File: src/rtl/tinyacc_pkg.sv
// Shared constants and types for the systolic instruction path.
package tinyacc_pkg;

    localparam int INSTR_W = 71;

    // Opcode field position inside a systolic instruction.
    localparam int OP_MSB = 70;
    localparam int OP_LSB = 68;

    // Local opcode: rewinds the output-buffer write index, never sent to the core.
    localparam logic [2:0] OP_SYNC = 3'b111;

    typedef enum logic [1:0] {
        ST_IDLE  = 2'd0,
        ST_ISSUE = 2'd1,
        ST_RUN   = 2'd2
    } state_e;

    function automatic logic [2:0] instr_op(input logic [INSTR_W-1:0] instr);
        return instr[OP_MSB:OP_LSB];
    endfunction

endpackage

File: src/rtl/instr_fifo.sv
// Synchronous DEPTH x WIDTH instruction FIFO with a combinational head output.
// Push is ignored when full and pop is ignored when empty.
module instr_fifo
    import tinyacc_pkg::*;
#(
    parameter int DEPTH = 4,
    parameter int WIDTH = INSTR_W
) (
    input  logic             clk,
    input  logic             rst,
    input  logic             push_i,
    input  logic [WIDTH-1:0] data_i,
    input  logic             pop_i,
    output logic [WIDTH-1:0] head_o,
    output logic             full_o,
    output logic             empty_o
);

    localparam int PTR_W = $clog2(DEPTH);
    localparam logic [PTR_W:0] FULL_CNT = (PTR_W + 1)'(DEPTH);

    logic [WIDTH-1:0] mem_q [DEPTH];
    logic [PTR_W-1:0] wr_ptr_q, rd_ptr_q;
    logic [PTR_W:0]   count_q;
    logic             do_push, do_pop;

    assign full_o  = (count_q == FULL_CNT);
    assign empty_o = (count_q == '0);
    assign do_push = push_i && !full_o;
    assign do_pop  = pop_i && !empty_o;
    assign head_o  = mem_q[rd_ptr_q];

    // Storage write; entries are only meaningful while counted.
    // NOTE: the array has no reset -- occupancy is tracked by count_q, so clearing
    // the storage would add reset fan-out and stop it mapping onto plain RAM.
    always_ff @(posedge clk) begin
        if (do_push) begin
            mem_q[wr_ptr_q] <= data_i;
        end
    end

    // Pointer and occupancy tracking; pointers wrap naturally since DEPTH is 2^n.
    // NOTE: sequential state uses non-blocking assignments so every register
    // samples pre-edge values regardless of statement order.
    always_ff @(posedge clk or negedge rst) begin
        if (!rst) begin
            wr_ptr_q <= '0;
            rd_ptr_q <= '0;
            count_q  <= '0;
        end else begin
            if (do_push) wr_ptr_q <= wr_ptr_q + 1'b1;
            if (do_pop)  rd_ptr_q <= rd_ptr_q + 1'b1;
            case ({do_push, do_pop})
                2'b10:   count_q <= count_q + 1'b1;
                2'b01:   count_q <= count_q - 1'b1;
                default: count_q <= count_q;
            endcase
        end
    end

endmodule

File: src/rtl/systolic_dispatcher.sv
// Queues host instructions and issues them one at a time to the systolic core,
// retires local SYNC ops, tracks the output-buffer write index and flags
// handshake protocol errors.
module systolic_dispatcher
    import tinyacc_pkg::*;
#(
    parameter int DEPTH  = 4,
    parameter int OIDX_W = 10
) (
    input  logic               clk,
    input  logic               rst,
    input  logic               host_valid,
    input  logic [INSTR_W-1:0] host_instr,
    output logic               host_ready,
    input  logic               A_ready,
    input  logic               B_ready,
    output logic               core_instr_valid,
    output logic [INSTR_W-1:0] core_instr,
    input  logic               core_ack,
    input  logic               core_done,
    input  logic               core_DO_valid,
    output logic [OIDX_W-1:0]  out_index,
    output logic [7:0]         done_cnt,
    output logic               busy,
    output logic               idle,
    output logic               err
);

    state_e               state_q, state_d;
    logic [OIDX_W-1:0]    out_index_q, out_index_d;
    logic [7:0]           done_cnt_q, done_cnt_d;
    logic                 err_q, err_d;
    logic                 fifo_full, fifo_empty, fifo_pop;
    logic [INSTR_W-1:0]   fifo_head;
    logic                 sync_retire, done_evt;

    instr_fifo #(
        .DEPTH (DEPTH),
        .WIDTH (INSTR_W)
    ) u_fifo (
        .clk     (clk),
        .rst     (rst),
        .push_i  (host_valid && host_ready),
        .data_i  (host_instr),
        .pop_i   (fifo_pop),
        .head_o  (fifo_head),
        .full_o  (fifo_full),
        .empty_o (fifo_empty)
    );

    // No pass-through: acceptance depends only on occupancy.
    assign host_ready = !fifo_full;
    assign core_instr = fifo_head;

    // State register and all counters/flags.
    always_ff @(posedge clk or negedge rst) begin
        if (!rst) begin
            state_q     <= ST_IDLE;
            out_index_q <= '0;
            done_cnt_q  <= '0;
            err_q       <= 1'b0;
        end else begin
            state_q     <= state_d;
            out_index_q <= out_index_d;
            done_cnt_q  <= done_cnt_d;
            err_q       <= err_d;
        end
    end

    // Next-state logic: SYNC retire, ready-gated issue, ack pop, done completion.
    always_comb begin
        // NOTE: every output of this block gets a default first so no path can
        // leave it unassigned and infer a latch.
        state_d     = state_q;
        fifo_pop    = 1'b0;
        sync_retire = 1'b0;
        done_evt    = 1'b0;
        case (state_q)
            ST_IDLE: begin
                if (!fifo_empty) begin
                    if (instr_op(fifo_head) == OP_SYNC) begin
                        sync_retire = 1'b1;
                        fifo_pop    = 1'b1;
                    end else if (A_ready && B_ready) begin
                        state_d = ST_ISSUE;
                    end
                end
            end
            ST_ISSUE: begin
                if (core_ack) begin
                    fifo_pop = 1'b1;
                    state_d  = ST_RUN;
                end
            end
            ST_RUN: begin
                if (core_done) begin
                    done_evt = 1'b1;
                    state_d  = ST_IDLE;
                end
            end
            default: state_d = ST_IDLE;
        endcase
    end

    // Index, completion counter and sticky error; SYNC clear beats an increment.
    always_comb begin
        out_index_d = out_index_q;
        if (sync_retire) begin
            out_index_d = '0;
        end else if (core_DO_valid) begin
            out_index_d = out_index_q + 1'b1;
        end
        done_cnt_d = done_evt ? done_cnt_q + 1'b1 : done_cnt_q;
        err_d = err_q
              | (core_done && (state_q != ST_RUN))
              | (core_ack  && (state_q != ST_ISSUE));
    end

    // Outputs decoded from registered state only.
    always_comb begin
        core_instr_valid = (state_q == ST_ISSUE);
        busy             = (state_q != ST_IDLE);
        idle             = (state_q == ST_IDLE) && fifo_empty;
    end

    assign out_index = out_index_q;
    assign done_cnt  = done_cnt_q;
    assign err       = err_q;

endmodule

File: config.mk
export PLATFORM = sky130hd
export DESIGN_NAME = systolic_dispatcher
export DESIGN_NICKNAME = d
export VERILOG_FILES = /design/src/rtl/tinyacc_pkg.sv /design/src/rtl/instr_fifo.sv /design/src/rtl/systolic_dispatcher.sv
export SDC_FILE = /design/constraint.sdc
export NUM_CORES = 1
export LEC_CHECK = 0
export ABC_AREA = 1
export CAP_MARGIN = 20
export CORE_MARGIN = 10
export CORE_UTILIZATION = 35
export CTS_CLUSTER_SIZE = 28
export DETAILED_ROUTE_END_ITERATION = 10
export DONT_BUFFER_PORTS = 1
export GPL_ROUTABILITY_DRIVEN = 1
export PLACE_DENSITY = 0.57
export SLEW_MARGIN = 10
export SYNTH_ARGS = -nofsm -noshare
export SYNTH_HDL_FRONTEND = slang
export SYNTH_SLANG_ARGS = --single-unit
File: constraint.sdc
create_clock -name clk -period 5.79 [get_ports clk]
set_clock_uncertainty 0.05 [all_clocks]
set_input_delay 0.579 -clock clk [delete_from_list [all_inputs] [get_ports clk]]
set_output_delay 0.579 -clock clk [all_outputs]
set_load 0.01 [all_outputs]
==> results of run 1 <==
[stage by stage]
step	setup slack [ns]	hold slack, ns	util	cells	power, mW
after floorplan	1.475	0.2334	-	877	4.653
after global placement	2.693	0.2343	0.3701	1288	5.248
after detailed placement	2.679	0.2346	0.3701	1288	5.280
after CTS	2.150	0.06921	0.4062	1355	7.556
after global routing	1.981	0.07066	0.4062	1355	7.863
final	2.227	0.09842	0.4062	1355	7.403
[flip-flops by register name (all words and copies together), names as in the netlist]
register and cells:
done_cnt 8, u_fifo.rd_ptr_q 2, state_q 2, out_index 10
u_fifo.count_q 3, err 1, u_fifo.wr_ptr_q 2, u_fifo.mem_q 284
[layout by cell type (no fill, tap or decap), types with 2 or more instances in the layout]
cell,synthesis,layout
nand2_2,2,2
nand2_1,50,50
clkinv_2,0,7
o21ai_1,3,3
clkinvlp_4,0,2
edfxtp_1,284,284
a21oi_1,4,4
bufinv_16,0,4
nand3_1,18,18
inv_2,3,2
o22ai_1,68,68
xnor2_1,7,7
dfrtp_1,28,26
nor3_1,3,3
clkinv_1,0,8
clkbuf_1,36,5
nand3_2,4,4
nor2_4,0,4
buf_4,0,10
o21bai_1,2,2
nor2_1,155,151
o21ai_0,140,140
inv_1,34,34
ha_1,7,7
clkbuf_16,0,38
buf_12,0,2
xor2_1,6,6
nand4_1,3,3
[layout make-up]
class	instances	area share
sequential	312	0.6746
multi-input combinational	480	0.1783
clock buffer	43	0.07084
tap	448	0.04095
clock inverter	22	0.01581
inverter	37	0.01033
timing repair buffer	13	0.009141
[Yosys cell counts (3+ instances only)]
library cell and instances:
o21ai_1 3, o22ai_1 68, nand3_2 4, buf_2 6, xor2_1 6, nand2_1 50, nand4_1 3, xnor2_1 7
a21oi_1 4, nor3_1 3, edfxtp_1 284, nand3_1 18, inv_1 34, inv_2 3, clkbuf_1 36, dfrtp_1 28
nor2_1 155, o21ai_0 140, ha_1 7
[per-layer routing]
metal	GRT usage	vias up
li1	-	3208
met1	0.1561	3369
met2	0.2018	189
met3	0.05434	42
met4	0.04069	0
met5	0	-
[logic make-up after synthesis]
group / after synthesis / share of synthesized area
xor+xnor: 13 / 0.009493
simple gates: 238 / 0.08095
mux: 1 / 0.0009388
compound gates: 220 / 0.1007
buf+inv: 85 / 0.02952
fa+ha+maj: 8 / 0.008971
flops: 312 / 0.7695
[worst paths after layout]
path	to	slack (ns)	cells after the start
min in group asynchronous	done_cnt[3]	0.45	2
max in group asynchronous	u_fifo.rd_ptr_q[1]	5.04	2
min	u_fifo.mem_q[0][26]	0.1	0
max	core_instr[1]	2.23	4
min reg2reg	u_fifo.count_q[0]	0.45	1
max reg2reg	u_fifo.count_q[2]	2.76	15
[worst max-delay path, cell delays in order (launching register included)]
cell and delay [ns]:
dfrtp_4 0.49, inv_4 0.45, buf_4 0.75, o21ai_0 0.16, o22ai_1 0.40
[power by group]
group	total (mW)	internal, mW	switching [mW]
Clock	2.24	1.37	0.869
Combinational	2.02	0.477	1.54
Sequential	3.14	2.97	0.172
==> metrics, run 1 <==
DR iter-0 viols 394; max-slew violation count 0; syn_nets 964; worst slew pin tran 0.8989 ns; # Max-Cap Violations 0; hold bufs inserted after CTS 2; Die H 205.1 um; HPWL after DPL 15840 um; Reg area 9234 um2; highest routed layer met4; met2 WL post-DR 12960 um; PostCTS Resize Cnt 0; crit path DAT 2.93 ns; Seq/Total Area, Yosys 0.7695; antenna cells 0; DRT met1 WL 11390 um; final wirelength 27620 um; pwr/cell area 540.8 nW/um2; period utilization 0.6154; Rel. slew slack 0.4007; CP Launch Point u_fifo.rd_ptr_q[0]; # Post-CTS Setup Buffers 0; ratio of cells with drive above 1 in the final layout 0.09261; Avg Inst Size Synth 13.68 um2; Skew-Pair Late Insertion Delay 0.52 ns; Die X 205.1 um; Warnings, synthesis 0; Synth top area share 0.7110; synth unique cells 33; reg2reg start u_fifo.rd_ptr_q[0]; mapped cell area 11990 um2; number of fill cells in the layout 3156; GP Congestion 0.7330; pin count of the biggest net entering global routing 85; CTS sink count 312; FMAX 280.7 MHz; GR Util All Layers 0.1280; H-tree depth 2; metal3 WL 2713 um; synthesis-to-layout area growth 14.12%; RSZ-0062 raised after global routing false; ranking of synthesized cells by area edfxtp_1 71%, dfrtp_1 5.8%, o21ai_0 5.8%; Core Area 33700 um2; root buf cell clkbuf_16; ys async rst share 0.08974; number of synthesized flops with an enable pin 284; number of global-route vias before repair 6558; Post-layout nets 967; Worst Path Required 5.16 ns; class of the worst hold path in2reg; Initial Util 0.3559; Synth Register Bits 312; port bufs 0; # IOs 173; Setup crit end kind primary output; status completed; peak supply drop 0.0002928 V; first-pass GRT wire length 41350 um; Via-to-Cell Ratio 5.024; final instance area 13690 um2; count of final hold-check violations 0; Routed WL per cell 20.38 um; post-route ant nets 0; hold path start host_instr[26]; Multi-input gate area 2441 um2; CTS tree yes; total CTS buffers 36; Cell Area, Placed 12470 um2; critical path peak fanout 84; routed via count 6808; clk slew on worst S/H paths 0.06 ns; Period minus WS final 3.563 ns; Top FF cell, synth edfxtp_1; GRT overflow 0; setup TNS 0 ns; type of the worst setup path reg2out; setup violators final 0; maximum clock path buffer count 3; Synth Instances 877; TritonRoute pass-1 iters 4; # DRC 0; initial antenna violation count 0; top cell type by total area after synthesis edfxtp_1; Rows 67; Pleak 4.651 nW; nature of the critical path startpoint flop; die area 42070 um2
Power figures use the tool's default switching activity.
==> run 2, diff against run 1 <==
--- a/config.mk
+++ b/config.mk
@@ -5,7 +5,7 @@
 export SDC_FILE = /design/constraint.sdc
 export NUM_CORES = 1
 export LEC_CHECK = 0
-export ABC_AREA = 1
+export ABC_AREA = 0
 export CAP_MARGIN = 20
 export CORE_MARGIN = 10
 export CORE_UTILIZATION = 35
==> constraint.sdc (replaced) <==
create_clock -name clk -period 3.73 [get_ports clk]
set_clock_uncertainty 0.05 [all_clocks]
set_input_delay 0.373 -clock clk [delete_from_list [all_inputs] [get_ports clk]]
set_output_delay 0.373 -clock clk [all_outputs]
set_load 0.01 [all_outputs]
==> run 2 against run 1 <==
  * Sequential share of layout area down 2.3 points
  * First-iteration DRC count down 33%
  * Combinational power up 9.9%
  * Core utilization up 2.0 points
  * Via count down 20%
==> metrics, run 2 <==
GP Congestion 0.8020; post-route ant nets 0; nature of the critical path startpoint flop; syn_nets 612; # Max-Cap Violations 0; Top FF cell, synth edfxtp_1; port bufs 0; initial antenna violation count 1; top cell type by total area after synthesis edfxtp_1; H-tree depth 2; max-slew violation count 0; ys async rst share 0.08974; type of the worst setup path reg2out; DP Worst Slack 0.8339 ns; Skew-Pair Late Insertion Delay 0.49 ns; # IOs 173; mux cell area share after synthesis 0.1398; pin count of the biggest net entering global routing 48; crit path DAT 2.49 ns; Core Util, Final 0.4258; count leader, synth edfxtp_1; setup TNS 0 ns; FMAX 342.8 MHz; ratio of cells with drive above 1 in the final layout 0.2219; DR iter-0 viols 265; CTS tree yes; GR Util All Layers 0.1164; Avg Inst Size Synth 22.37 um2; Period minus WS final 2.917 ns; largest family of logic cells by synthesized area multiplexers; critical path peak fanout 29; first-pass GRT wire length 37160 um; # DRC 0; Pleak 4.729 nW; mapped cell area 11740 um2; XOR/XNOR Fraction of Synth Area 0.01492; Biggest register u_fifo.mem_q; critical path's top delay family flip-flops; period utilization 0.7821; Die H 203.2 um; root buf cell clkbuf_16; TritonRoute pass-1 iters 4; reg2reg start u_fifo.rd_ptr_q[0]; Worst Path Required 3.31 ns; most frequent cells in the layout 284 x edfxtp_1, 75 x dlygate4sd3_1, 70 x mux4_2; final setup margin 0.8128 ns; Synth top area share 0.7263; Rel. slew slack 0.4879; HPWL after DPL 14870 um; Warnings, synthesis 0; number of global-route vias before repair 6143; Via-to-Cell Ratio 4.951; total CTS buffers 34; Worst path slowest cell dfrtp_4; Buf/Inv on CP 1; Synth Register Bits 312; GRT overflow 0; pwr/cell area 727.5 nW/um2; Adder-Cell Fraction of Synth Area 0.009164; synthesis-to-layout area growth 20.67%; Rows 67; Initial Util 0.3528; worst stage delay on the critical path 0.75 ns; Core Area 33280 um2; number of synthesized flops with an enable pin 284; Setup crit end kind primary output; Routed WL per cell 22.11 um; Post-layout nets 712; ranking of synthesized cells by area edfxtp_1 73%, mux4_2 13%, dfrtp_1 6.0%; final wirelength 24270 um; Seq/Total Area, Yosys 0.7859; CP Launch Point u_fifo.rd_ptr_q[0]; Final Power 10.31 mW; synth unique cells 43; PostCTS Resize Cnt 0; synth cell count leaders 284 x edfxtp_1, 70 x mux4_2, 28 x dfrtp_1, 17 x nor2_1, 12 x xnor2_1; Synth Area in Simple Gates 0.03197; die area 41280 um2; routed via count 5436; peak supply drop 0.0003831 V; Die X 203.2 um; setup violators final 0; # Post-CTS Setup Buffers 0; hold path start core_done; max reg flops 284; Synth Instances 525; status completed; most common cell after layout, fill and taps aside edfxtp_1; class of the worst hold path in2reg; maximum clock path buffer count 3; hold bufs inserted after CTS 76; CP Cell Sequence buf_4 > mux4_2; area fraction in compound gates after synthesis 0.007139; count of final hold-check violations 0; clk slew on worst S/H paths 0.06 ns; RSZ-0062 raised after global routing false; worst slew pin tran 0.7681 ns; CTS sink count 312
[run 2: cell count changes after synthesis, sizes merged, moves of 6 or more]
cell / before / now
o21ai: 143 / 3
nand3: 22 / 7
nor2: 156 / 17
nand2: 52 / 10
o22ai: 68 / 0
mux4: 0 / 70
and3: 0 / 6
inv: 37 / 10
clkbuf: 37 / 9
[run 2: final timing paths]
kind                                           end  slack (ns)  cells after the start
worst max-delay path                core_instr[20]        0.81                      2
worst min register to register         done_cnt[7]        0.49                      1
worst min-delay path                           err        0.04                      2
max in group asynchronous       u_fifo.rd_ptr_q[0]        3.18                      2
worst max register to register   u_fifo.count_q[2]        0.87                     10
min in group asynchronous       u_fifo.wr_ptr_q[0]        0.28                      2
[run 2: per-layer routing]
layer / up-vias / routed length (um) / global-route usage / part of all wire
met4: 0 / 396 / 0.03091 / 0.016
met1: 2855 / 9444 / 0.1347 / 0.39
li1: 2362 / - / - / -
met3: 34 / 2091 / 0.04585 / 0.086
met2: 185 / 12340 / 0.1980 / 0.51
met5: - / 0 / 0 / 0
[run 2: final cells by class]
| cell class | count | area, um2 |
|---|---|---|
| clock inverter | 21 | 165.2 |
| multi-input combinational | 184 | 2404 |
| inverter | 10 | 37.54 |
| clock buffer | 39 | 890.9 |
| sequential | 312 | 9236 |
| antenna | 1 | 2.502 |
| timing repair buffer | 83 | 873.3 |
| tap | 448 | 560.5 |
| fill | 2892 | 19110 |
[run 2: power by group]
part / leakage, nW / total [mW] / internal, mW / switching, mW
clock network: 0.521 / 3.13 / 1.86 / 1.27
logic: 1.25 / 2.22 / 0.895 / 1.33
registers: 2.95 / 4.96 / 4.61 / 0.351
total: 4.73 / 10.3 / 7.36 / 2.95
[run 2: kinds of logic after synthesis]
logic type	Yosys count
DFF	312
and+or+nand+nor	68
adders and majority gates	8
AOI/OAI and AO/OA	12
muxes	76
xor gates and xnor gates	20
buffers and inverters	29
[run 2: worst register-to-register path: cells and delay by family (launching register included)]
| family | cells | cell delay, ns |
|---|---|---|
| XOR/XNOR | 2 | 0.33 |
| AO/OA/AOI/OAI | 2 | 0.42 |
| flip-flops | 1 | 0.75 |
| buffers and inverters | 1 | 0.06 |
| adder cells (fa/ha/maj) | 2 | 0.57 |
| AND/OR/NAND/NOR | 3 | 0.59 |
[run 2: through the flow]
step | hold WS [ns] | std cells | area [um2]
after global placement | 0.02841 | 961 | 12340
after global routing | 0.02441 | 1098 | 14170
after CTS | 0.01251 | 1097 | 14170
after detailed placement | 0.02849 | 961 | 12340
after floorplan | 0.02741 | 525 | 11740
final | 0.04337 | 1098 | 14170
==> run 3, diff against run 2 <==
--- a/config.mk
+++ b/config.mk
@@ -13,7 +13,7 @@
 export DETAILED_ROUTE_END_ITERATION = 10
 export DONT_BUFFER_PORTS = 1
 export GPL_ROUTABILITY_DRIVEN = 1
-export PLACE_DENSITY = 0.57
+export PLACE_DENSITY = 0.59
 export SLEW_MARGIN = 10
 export SYNTH_ARGS = -nofsm -noshare
 export SYNTH_HDL_FRONTEND = slang
==> constraint.sdc (replaced) <==
create_clock -name clk -period 2.5 [get_ports clk]
set_clock_uncertainty 0.05 [all_clocks]
set_input_delay 0.25 -clock clk [delete_from_list [all_inputs] [get_ports clk]]
set_output_delay 0.25 -clock clk [all_outputs]
set_load 0.01 [all_outputs]
==> run 3 against run 2 <==
  * Core utilization increased by 0.59 points
  * Critical endpoint is now core_instr[29]
  * Sequential share of layout area fell by 0.88 points
  * Combinational power up 61%
  * Setup slack worse by 0.71 ns
  * Cell area increased by 1.4%
  * Non-clock buffer count rose by 7
  * Critical path depth stayed put
  * Die area unchanged
  * Total power is 53% higher
  * Register-to-register slack worse by 0.75 ns
  * Count of clock-buffer cells in the layout up 6
==> metrics, run 3 (synthesis results as in run 2) <==
most frequent cells in the layout 284 x edfxtp_1, 77 x dlygate4sd3_1, 70 x mux4_2; root buf cell clkbuf_16; Via-to-Cell Ratio 4.916; Hold Path Depth 2; final wirelength 24010 um; clk slew on worst S/H paths 0.06 ns; FMAX 417.0 MHz; # Post-CTS Setup Buffers 0; Critical Path Sink core_instr[29]; number of fill cells in the layout 2830; max reg flops 284; # DRC 0; RSZ-0062 raised after global routing true; setup violators final 0; CTS tree yes; Setup crit end kind primary output; ratio of cells with drive above 1 in the final layout 0.2386; pwr/cell area 1101 nW/um2; GR Util All Layers 0.1153; routed via count 5437; r2r endpoint u_fifo.count_q[2]; Levels on crit path 2; Rel. slew slack 0.5799; Initial Util 0.3528; class of the worst hold path in2reg; Die H 203.2 um; post-route ant nets 0; die area 41280 um2; maximum clock path buffer count 3; Rows 67; DR iter-0 viols 271; Final Power 15.82 mW; GP Congestion 0.7983; Post-layout nets 719; H-tree depth 2; reg2reg start u_fifo.rd_ptr_q[1]; Worst path slowest cell mux4_2; CTS sink count 312; worst stage delay on the critical path 0.65 ns; nature of the critical path startpoint flop; r2r worst-path depth 10; TritonRoute pass-1 iters 4; type of the worst setup path reg2out; status completed; antenna cells 0; # Max-Cap Violations 0; pin count of the biggest net entering global routing 72; Routed WL per cell 21.71 um; first-pass GRT wire length 36820 um; number of global-route vias before repair 6050; Skew-Pair Late Insertion Delay 0.50 ns; Biggest register u_fifo.mem_q; peak supply drop 0.0006618 V; Core Area 33280 um2; Core Util, Final 0.4317; total CTS buffers 34; max-slew violation count 0; port bufs 0; worst slew pin tran 0.6302 ns; initial antenna violation count 0; synthesis-to-layout area growth 22.34%; crit path DAT 2.10 ns; period utilization 0.9592; Pleak 4.823 nW; count of final hold-check violations 0; critical path peak fanout 42; # IOs 173; Worst Path Required 2.20 ns; critical path's top delay family multiplexers; HPWL after DPL 14140 um; most common cell after layout, fill and taps aside edfxtp_1; GRT overflow 0; Period minus WS final 2.398 ns; CP Cell Sequence buf_8 > mux4_2; flop-to-flop setup slack 0.12 ns; Buf/Inv on CP 1; Die X 203.2 um; CP Launch Point u_fifo.rd_ptr_q[0]
run 3: final cells by class:
cell class,instances,area (um2),area share
clock inverters,17,170.2,0.01184
clock buffers,45,975.9,0.06793
well taps,448,560.5,0.03902
repair buffers,90,944.7,0.06575
inverters,10,37.54,0.002613
flip-flops and latches,312,9238,0.6430
multi-input cells,184,2440,0.1698
run 3: routing by layer:
| metal | vias up | GRT usage | routed length (um) |
|---|---|---|---|
| li1 | 2377 | - | - |
| met1 | 2804 | 0.1309 | 8983 |
| met2 | 208 | 0.1952 | 12170 |
| met3 | 48 | 0.04379 | 2192 |
| met4 | 0 | 0.04183 | 661 |
| met5 | - | 0 | 0 |
run 3: stage by stage:
step	setup WS [ns]	hold WS (ns)	setup TNS, ns	instances	area (um2)
after global placement	0.1306	-0.09465	0	966	12380
after global routing	-0.01768	0.1008	-0.1154	1106	14370
after CTS	0.01809	0.03024	0	1106	14340
after floorplan	0.2156	-0.09559	0	525	11750
after detailed placement	0.01912	-0.09451	0	966	12380
final	0.1021	0.08853	0	1106	14370
run 3: report_power, final:
group	internal, mW	switching [mW]	leakage, nW
Clock	3.07	1.90	0.566
Sequential	6.88	0.397	2.95
Combinational	1.43	2.15	1.30
run 3: what timing repair did:
| item | in CTS | in global routing |
|---|---|---|
| setup endpoints to repair | 69 | 28 |
| pin swaps | 0 | 1 |
| gates cloned | 0 | 0 |
| hold buffers | 78 | 0 |
| gates resized for setup | 5 | 7 |
| hold endpoints to repair | 319 | 0 |
run 3: how the worst min path moves through the flow:
| stage | startpoint | endpoint | slack [ns] |
|---|---|---|---|
| final | core_ack | u_fifo.rd_ptr_q[0] | 0.09 |
| after CTS | core_ack | u_fifo.rd_ptr_q[0] | 0.03 |
| after floorplan | rst | done_cnt[0] | -0.1 |
| after detailed placement | rst | out_index[7] | -0.09 |
| after global routing | core_ack | u_fifo.rd_ptr_q[0] | 0.10 |
| after global placement | rst | out_index[8] | -0.09 |
